<file path="src/rtl/reg_wr_arbiter_if.sv">
// Bus bundle between requesters (master side) and the shared-register write arbiter (slave side).
interface reg_wr_arbiter_if #(
  parameter int N = 4,
  parameter int W = 8
);
  logic [N-1:0]   req;
  logic [N-1:0]   lock;
  logic [N*W-1:0] wdata;
  logic [N-1:0]   gnt;
  logic [W-1:0]   q;
  logic           q_vld;
  logic           busy;

  modport master (output req, lock, wdata, input gnt, q, q_vld, busy);
  modport slave  (input req, lock, wdata, output gnt, q, q_vld, busy);
endinterface

</file>
<file path="src/rtl/reg_wr_arbiter.sv">
// Round-robin write arbiter for one shared register; IDLE/GRANT FSM with registered outputs.
// Define REG_WR_ARB_LOCK_EN to enable locked bursts of up to MAX_BURST grant cycles.
module reg_wr_arbiter #(
  parameter int N         = 4,
  parameter int W         = 8,
  parameter int MAX_BURST = 4
) (
  input logic              clk,
  input logic              res,
  reg_wr_arbiter_if.slave  bus
);

  localparam int PW = $clog2(N);
  localparam logic [PW-1:0] PTR_RST = PW'(N - 1);
  localparam logic [N-1:0]  ONE_HOT0 = N'(1'b1);

  typedef enum logic [0:0] {
    IDLE  = 1'b0,
    GRANT = 1'b1
  } state_t;

  state_t         state_q, state_d;
  logic [PW-1:0]  ptr_q, ptr_d;
  logic [N-1:0]   gnt_q, gnt_d;
  logic [W-1:0]   q_q, q_d;
  logic           q_vld_q, q_vld_d;
  logic           busy_q, busy_d;

  logic           win_vld;
  logic [PW-1:0]  win_idx;
  logic           stay;

  // Round-robin search starting one above ptr and wrapping; returns {found, index}.
  function automatic logic [PW:0] rr_pick(input logic [N-1:0] r, input logic [PW-1:0] p);
    logic          found;
    logic          take;
    logic [PW-1:0] idx;
    logic [PW:0]   cand;
    found = 1'b0;
    idx   = p;
    for (int off = 1; off <= N; off++) begin
      cand  = {1'b0, p} + (PW+1)'(off);
      cand  = (cand >= (PW+1)'(N)) ? cand - (PW+1)'(N) : cand;
      take  = !found && r[cand[PW-1:0]];
      idx   = take ? cand[PW-1:0] : idx;
      found = found | take;
    end
    return {found, idx};
  endfunction

  assign {win_vld, win_idx} = rr_pick(bus.req, ptr_q);

`ifdef REG_WR_ARB_LOCK_EN
  localparam logic [3:0] BURST_MAX = 4'(MAX_BURST);

  logic [3:0] burst_q, burst_d;

  // Burst length tracking: counter is held at zero in IDLE, so it starts clear on every grant entry.
  always_comb begin
    burst_d = burst_q;
    stay    = 1'b0;
    if (state_q == GRANT) begin
      stay    = bus.lock[ptr_q] & bus.req[ptr_q] & ((burst_q + 4'd1) < BURST_MAX);
      burst_d = stay ? (burst_q + 4'd1) : 4'd0;
    end else begin
      burst_d = 4'd0;
    end
  end

  // Burst counter register.
  always_ff @(posedge clk) begin
    if (res) begin
      burst_q <= 4'd0;
    end else begin
      burst_q <= burst_d;
    end
  end
`else
  logic lock_unused;
  assign lock_unused = ^{bus.lock, 4'(MAX_BURST)};
  assign stay        = 1'b0;
`endif

  // Next-state and output computation for the IDLE/GRANT machine.
  always_comb begin
    state_d = state_q;
    ptr_d   = ptr_q;
    gnt_d   = gnt_q;
    q_d     = q_q;
    q_vld_d = 1'b0;
    case (state_q)
      IDLE: begin
        if (win_vld) begin
          state_d = GRANT;
          ptr_d   = win_idx;
          gnt_d   = ONE_HOT0 << win_idx;
        end else begin
          state_d = IDLE;
          gnt_d   = {N{1'b0}};
        end
      end
      GRANT: begin
        // The granted requester's data lands in q on the edge that ends each grant cycle.
        q_d     = bus.wdata[int'(ptr_q)*W +: W];
        q_vld_d = 1'b1;
        if (stay) begin
          state_d = GRANT;
        end else begin
          state_d = IDLE;
          gnt_d   = {N{1'b0}};
        end
      end
      default: begin
        state_d = IDLE;
        gnt_d   = {N{1'b0}};
      end
    endcase
    busy_d = (state_d != IDLE);
  end

  // State and registered outputs; reset overrides everything, including a pending q write.
  always_ff @(posedge clk) begin
    if (res) begin
      state_q <= IDLE;
      ptr_q   <= PTR_RST;
      gnt_q   <= {N{1'b0}};
      q_q     <= {W{1'b0}};
      q_vld_q <= 1'b0;
      busy_q  <= 1'b0;
    end else begin
      state_q <= state_d;
      ptr_q   <= ptr_d;
      gnt_q   <= gnt_d;
      q_q     <= q_d;
      q_vld_q <= q_vld_d;
      busy_q  <= busy_d;
    end
  end

  assign bus.gnt   = gnt_q;
  assign bus.q     = q_q;
  assign bus.q_vld = q_vld_q;
  assign bus.busy  = busy_q;

endmodule

</file>
<file path="src/flat_wrapper.sv">
// flat-port wrapper written by rule: the top's interface ports become plain ports
module reg_wr_arbiter_flat 
#(
  parameter int N         = 4,
  parameter int W         = 8,
  parameter int MAX_BURST = 4
)
  (clk, res, bus_req, bus_lock, bus_wdata, bus_gnt, bus_q, bus_q_vld, bus_busy);
  reg_wr_arbiter_if #(.N(N), .W(W)) bus_i ();
  input logic clk;
  input logic res;
  input wire logic [$bits(bus_i.req)-1:0] bus_req;
  input wire logic [$bits(bus_i.lock)-1:0] bus_lock;
  input wire logic [$bits(bus_i.wdata)-1:0] bus_wdata;
  output wire logic [$bits(bus_i.gnt)-1:0] bus_gnt;
  output wire logic [$bits(bus_i.q)-1:0] bus_q;
  output wire logic [$bits(bus_i.q_vld)-1:0] bus_q_vld;
  output wire logic [$bits(bus_i.busy)-1:0] bus_busy;
  assign bus_i.req = bus_req;
  assign bus_i.lock = bus_lock;
  assign bus_i.wdata = bus_wdata;
  assign bus_gnt = bus_i.gnt;
  assign bus_q = bus_i.q;
  assign bus_q_vld = bus_i.q_vld;
  assign bus_busy = bus_i.busy;
  reg_wr_arbiter #(.N(N), .W(W), .MAX_BURST(MAX_BURST)) u_core (.clk(clk), .res(res), .bus(bus_i));
endmodule
</file>
<file path="config.mk">
export PLATFORM = sky130hd
export DESIGN_NAME = reg_wr_arbiter_flat
export DESIGN_NICKNAME = d
export VERILOG_FILES = /design/src/rtl/reg_wr_arbiter_if.sv /design/src/rtl/reg_wr_arbiter.sv /design/src/flat_wrapper.sv
export SDC_FILE = /design/constraint.sdc
export NUM_CORES = 1
export LEC_CHECK = 0
export ABC_AREA = 1
export CAP_MARGIN = 20
export CORE_MARGIN = 1.5
export CORE_UTILIZATION = 30
export CTS_CLUSTER_SIZE = 12
export DETAILED_ROUTE_END_ITERATION = 8
export SLEW_MARGIN = 10
export SYNTH_ARGS = -nofsm -noshare
export SYNTH_HDL_FRONTEND = slang
export SYNTH_SLANG_ARGS = --single-unit
</file>
<file path="constraint.sdc">
create_clock -name clk -period 3.27 [get_ports clk]
set_input_delay 0.8175 -clock clk [delete_from_list [all_inputs] [get_ports clk]]
set_output_delay 0.8175 -clock clk [all_outputs]
set_load 0.03 [all_outputs]
</file>
==> results.tsv <==
metric	value	unit
synth_fp_nets	207	
htreeDepth	1	
cts_tree	done	
avgViaCountPerCell	4.52	
cp.required	2.45	ns
die_x	61.2	um
fin_util	50.6	%
initialDrtViolationCount	17	
final_layout_size_suffix_gt1_share	9.77	%
dr_wl_met3	172	um
critical_path_depth	1	
post_drt_wl_per_cell	10.3	um
die_y	61.2	um
synthToLayoutAreaGrowth	55.6	%
grt_overflow	0	
cap_violations	0	
place_area	0.00155	mm2
fin_cells	259	
hp-class	reg -> reg	
slowest_stage	clkdlybuf4s50_1	
clock-skew-final	0.00324	ns
design_area	0.00158	mm2
fin_ws	1.12	ns
max_freq	466	MHz
yosysWarnings	0	
rows	20	
antenna_cells	0	
numCtsBuffers	3	
cts_setup_buffers	0	
remaining_drc_errors	0	
dpl.hpwl	2080	um
rsz0062_at_grt	no	
arrival	1.33	ns
synthDistinctLibCells	20	
synth_cells	165	
dpl.cell_count	255	
path_delay_family	buffers and inverters	
grt_antenna_before_repair	0	
wl	2670	um
die-area	0.00375	mm2
setup_viol	0	
peakVddDrop	0.324	mV
crit_path_start_kind	flop	
tightest_slew	0.759	ns
postCtsResizedCells	0	
syn_area	0.00102	mm2
power.static_leakage	0.710	nW
status	finished, final reports clean	
critPathCaptureType	output pin	
holdPathStages	2	
worstSkewPairLatency	0.29	ns
dr_total_vias	1171	
dr.max_layer_used	met4	
post-route-period-util	65.6	%
hold_viol	0	
max_stage_delay	0.68	ns
ctsHoldBuffers	0	
grt_pass1_vias	1017	
ys_seq_elements	16	
cts.clk_slew.worst_paths	0.09	ns
crit_fanout	2	
globalplace.congestion	0.820	
setup_tns	0	ns
antenna_left	0	
postSynthAreaPerCell	6.17	um2
slew_headroom	49.3	%
grt_pass1_wl	4130	um
grt_max_degree	25	
fill_cells	337	
synth_seq_area_share	31.5	%
cts.sinks	16	
power.density	799	mW/mm2
dp_slack	0.984	ns
worst-path-buf-inv	1	
firstDrtPassIters	4	
ios	56	
clock_path_buffers	2	
io_buffers	51	
fp.coreArea	0.00313	mm2
finalMaxSlewViolations	0	
m1WireLength	1170	um
cts_root_buf	clkbuf_4	
critPathKind	reg -> out	
dr_wl_met2	1310	um
groute.usage.overall	15.0	%
nets	258	
initial_core_util	32.5	%
post-route-min-period	2.15	ns
r2r.worst_path.cells	10	
worstPathCellList	clkdlybuf4s50_1	
[flip-flops by register name, summed over array words and instances (netlist names)]
register          count
u_core.bus.q          8
u_core.bus.gnt        4
u_core.ptr_q          2
u_core.bus.q_vld      1
u_core.state_q        1
[layer usage]
metal | up-vias | track usage (%)
met5 | - | 0
met4 | 0 | 3.73
met3 | 2 | 5.46
met2 | 40 | 26.7
met1 | 503 | 16.9
li1 | 626 | -
[cell families (layout without fill, tap and decap cells)]
logic type	after synthesis	count (layout)	share of synthesized area, %
xor+xnor	2	2	2.46
compound gates	31	31	16.4
buf+inv	15	65	8.49
simple gates	101	101	41.2
flops	16	16	31.5
[placed cells by master (no fill, tap or decap), types with 2 or more instances in the layout]
cell type / Yosys / routed
o21ai_0: 9 / 9
nor2_1: 6 / 6
inv_1: 4 / 4
o21ai_1: 2 / 2
dfxtp_1: 16 / 16
nand3_1: 6 / 6
nand2_1: 79 / 79
inv_2: 3 / 3
nand3_2: 2 / 2
nand2_2: 6 / 6
clkdlybuf4s50_1: 0 / 51
a21oi_1: 19 / 19
clkbuf_4: 0 / 3
buf_4: 0 / 2
[metrics by stage]
| step | total power [mW] | hold WS (ns) |
|---|---|---|
| after floorplan | 0.922 | 0.578 |
| after global placement | 1.13 | 0.439 |
| after detailed placement | 1.14 | 0.447 |
| after CTS | 1.28 | 0.463 |
| after global routing | 1.37 | 0.482 |
| final | 1.26 | 0.460 |
[synth_stat cells, drive strengths merged]
| master | n | area [um2] |
|---|---|---|
| nand2 | 85 | 334 |
| a21oi | 20 | 111 |
| dfxtp | 16 | 320 |
| o21ai | 11 | 55.1 |
| inv | 8 | 35.0 |
| nand3 | 8 | 50.1 |
| buf | 7 | 51.3 |
| nor2 | 7 | 28.8 |
| xor2 | 2 | 25.0 |
| or2 | 1 | 6.26 |
[area by class of cell]
class,instances,area (um2),share of cell area (%)
timing repair buffer,53,526,33.2
inverter,8,35.0,2.21
tap,44,55.1,3.48
multi-input combinational,134,611,38.6
sequential,16,320,20.2
clock buffer,4,36.3,2.29
[worst reg2reg max path, cell delays in order (launching register included)]
cell and delay, ns:
dfxtp_1 0.83, inv_6 0.20, nand2_1 0.13, nand2_2 0.08
nand2_1 0.09, nand2_2 0.09, or2_0 0.21, nand3_1 0.10
nand2_1 0.08, nand2_1 0.08, nor2_1 0.04
[power by group]
| part | total, mW | leakage [nW] | internal, mW | switching (mW) |
|---|---|---|---|---|
| Combinational | 0.791 | 0.558 | 0.312 | 0.478 |
| Sequential | 0.343 | 0.131 | 0.264 | 0.0791 |
| Clock | 0.131 | 0.0210 | 0.0678 | 0.0628 |
[final timing paths]
check                                                  start                           end  slack (ns)
worst max register to register  u_core.ptr_q[0]$_SDFFE_PP1P_  u_core.bus.gnt[3]$_SDFF_PP0_        1.24
worst max-delay path            u_core.bus.q[6]$_SDFFE_PP0P_                      bus_q[6]        1.12
worst min-delay path            u_core.bus.q[4]$_SDFFE_PP0P_  u_core.bus.q[4]$_SDFFE_PP0P_        0.46
worst min register to register  u_core.bus.q[4]$_SDFFE_PP0P_  u_core.bus.q[4]$_SDFFE_PP0P_        0.46
No activity file was read; power rests on OpenSTA's default activity.
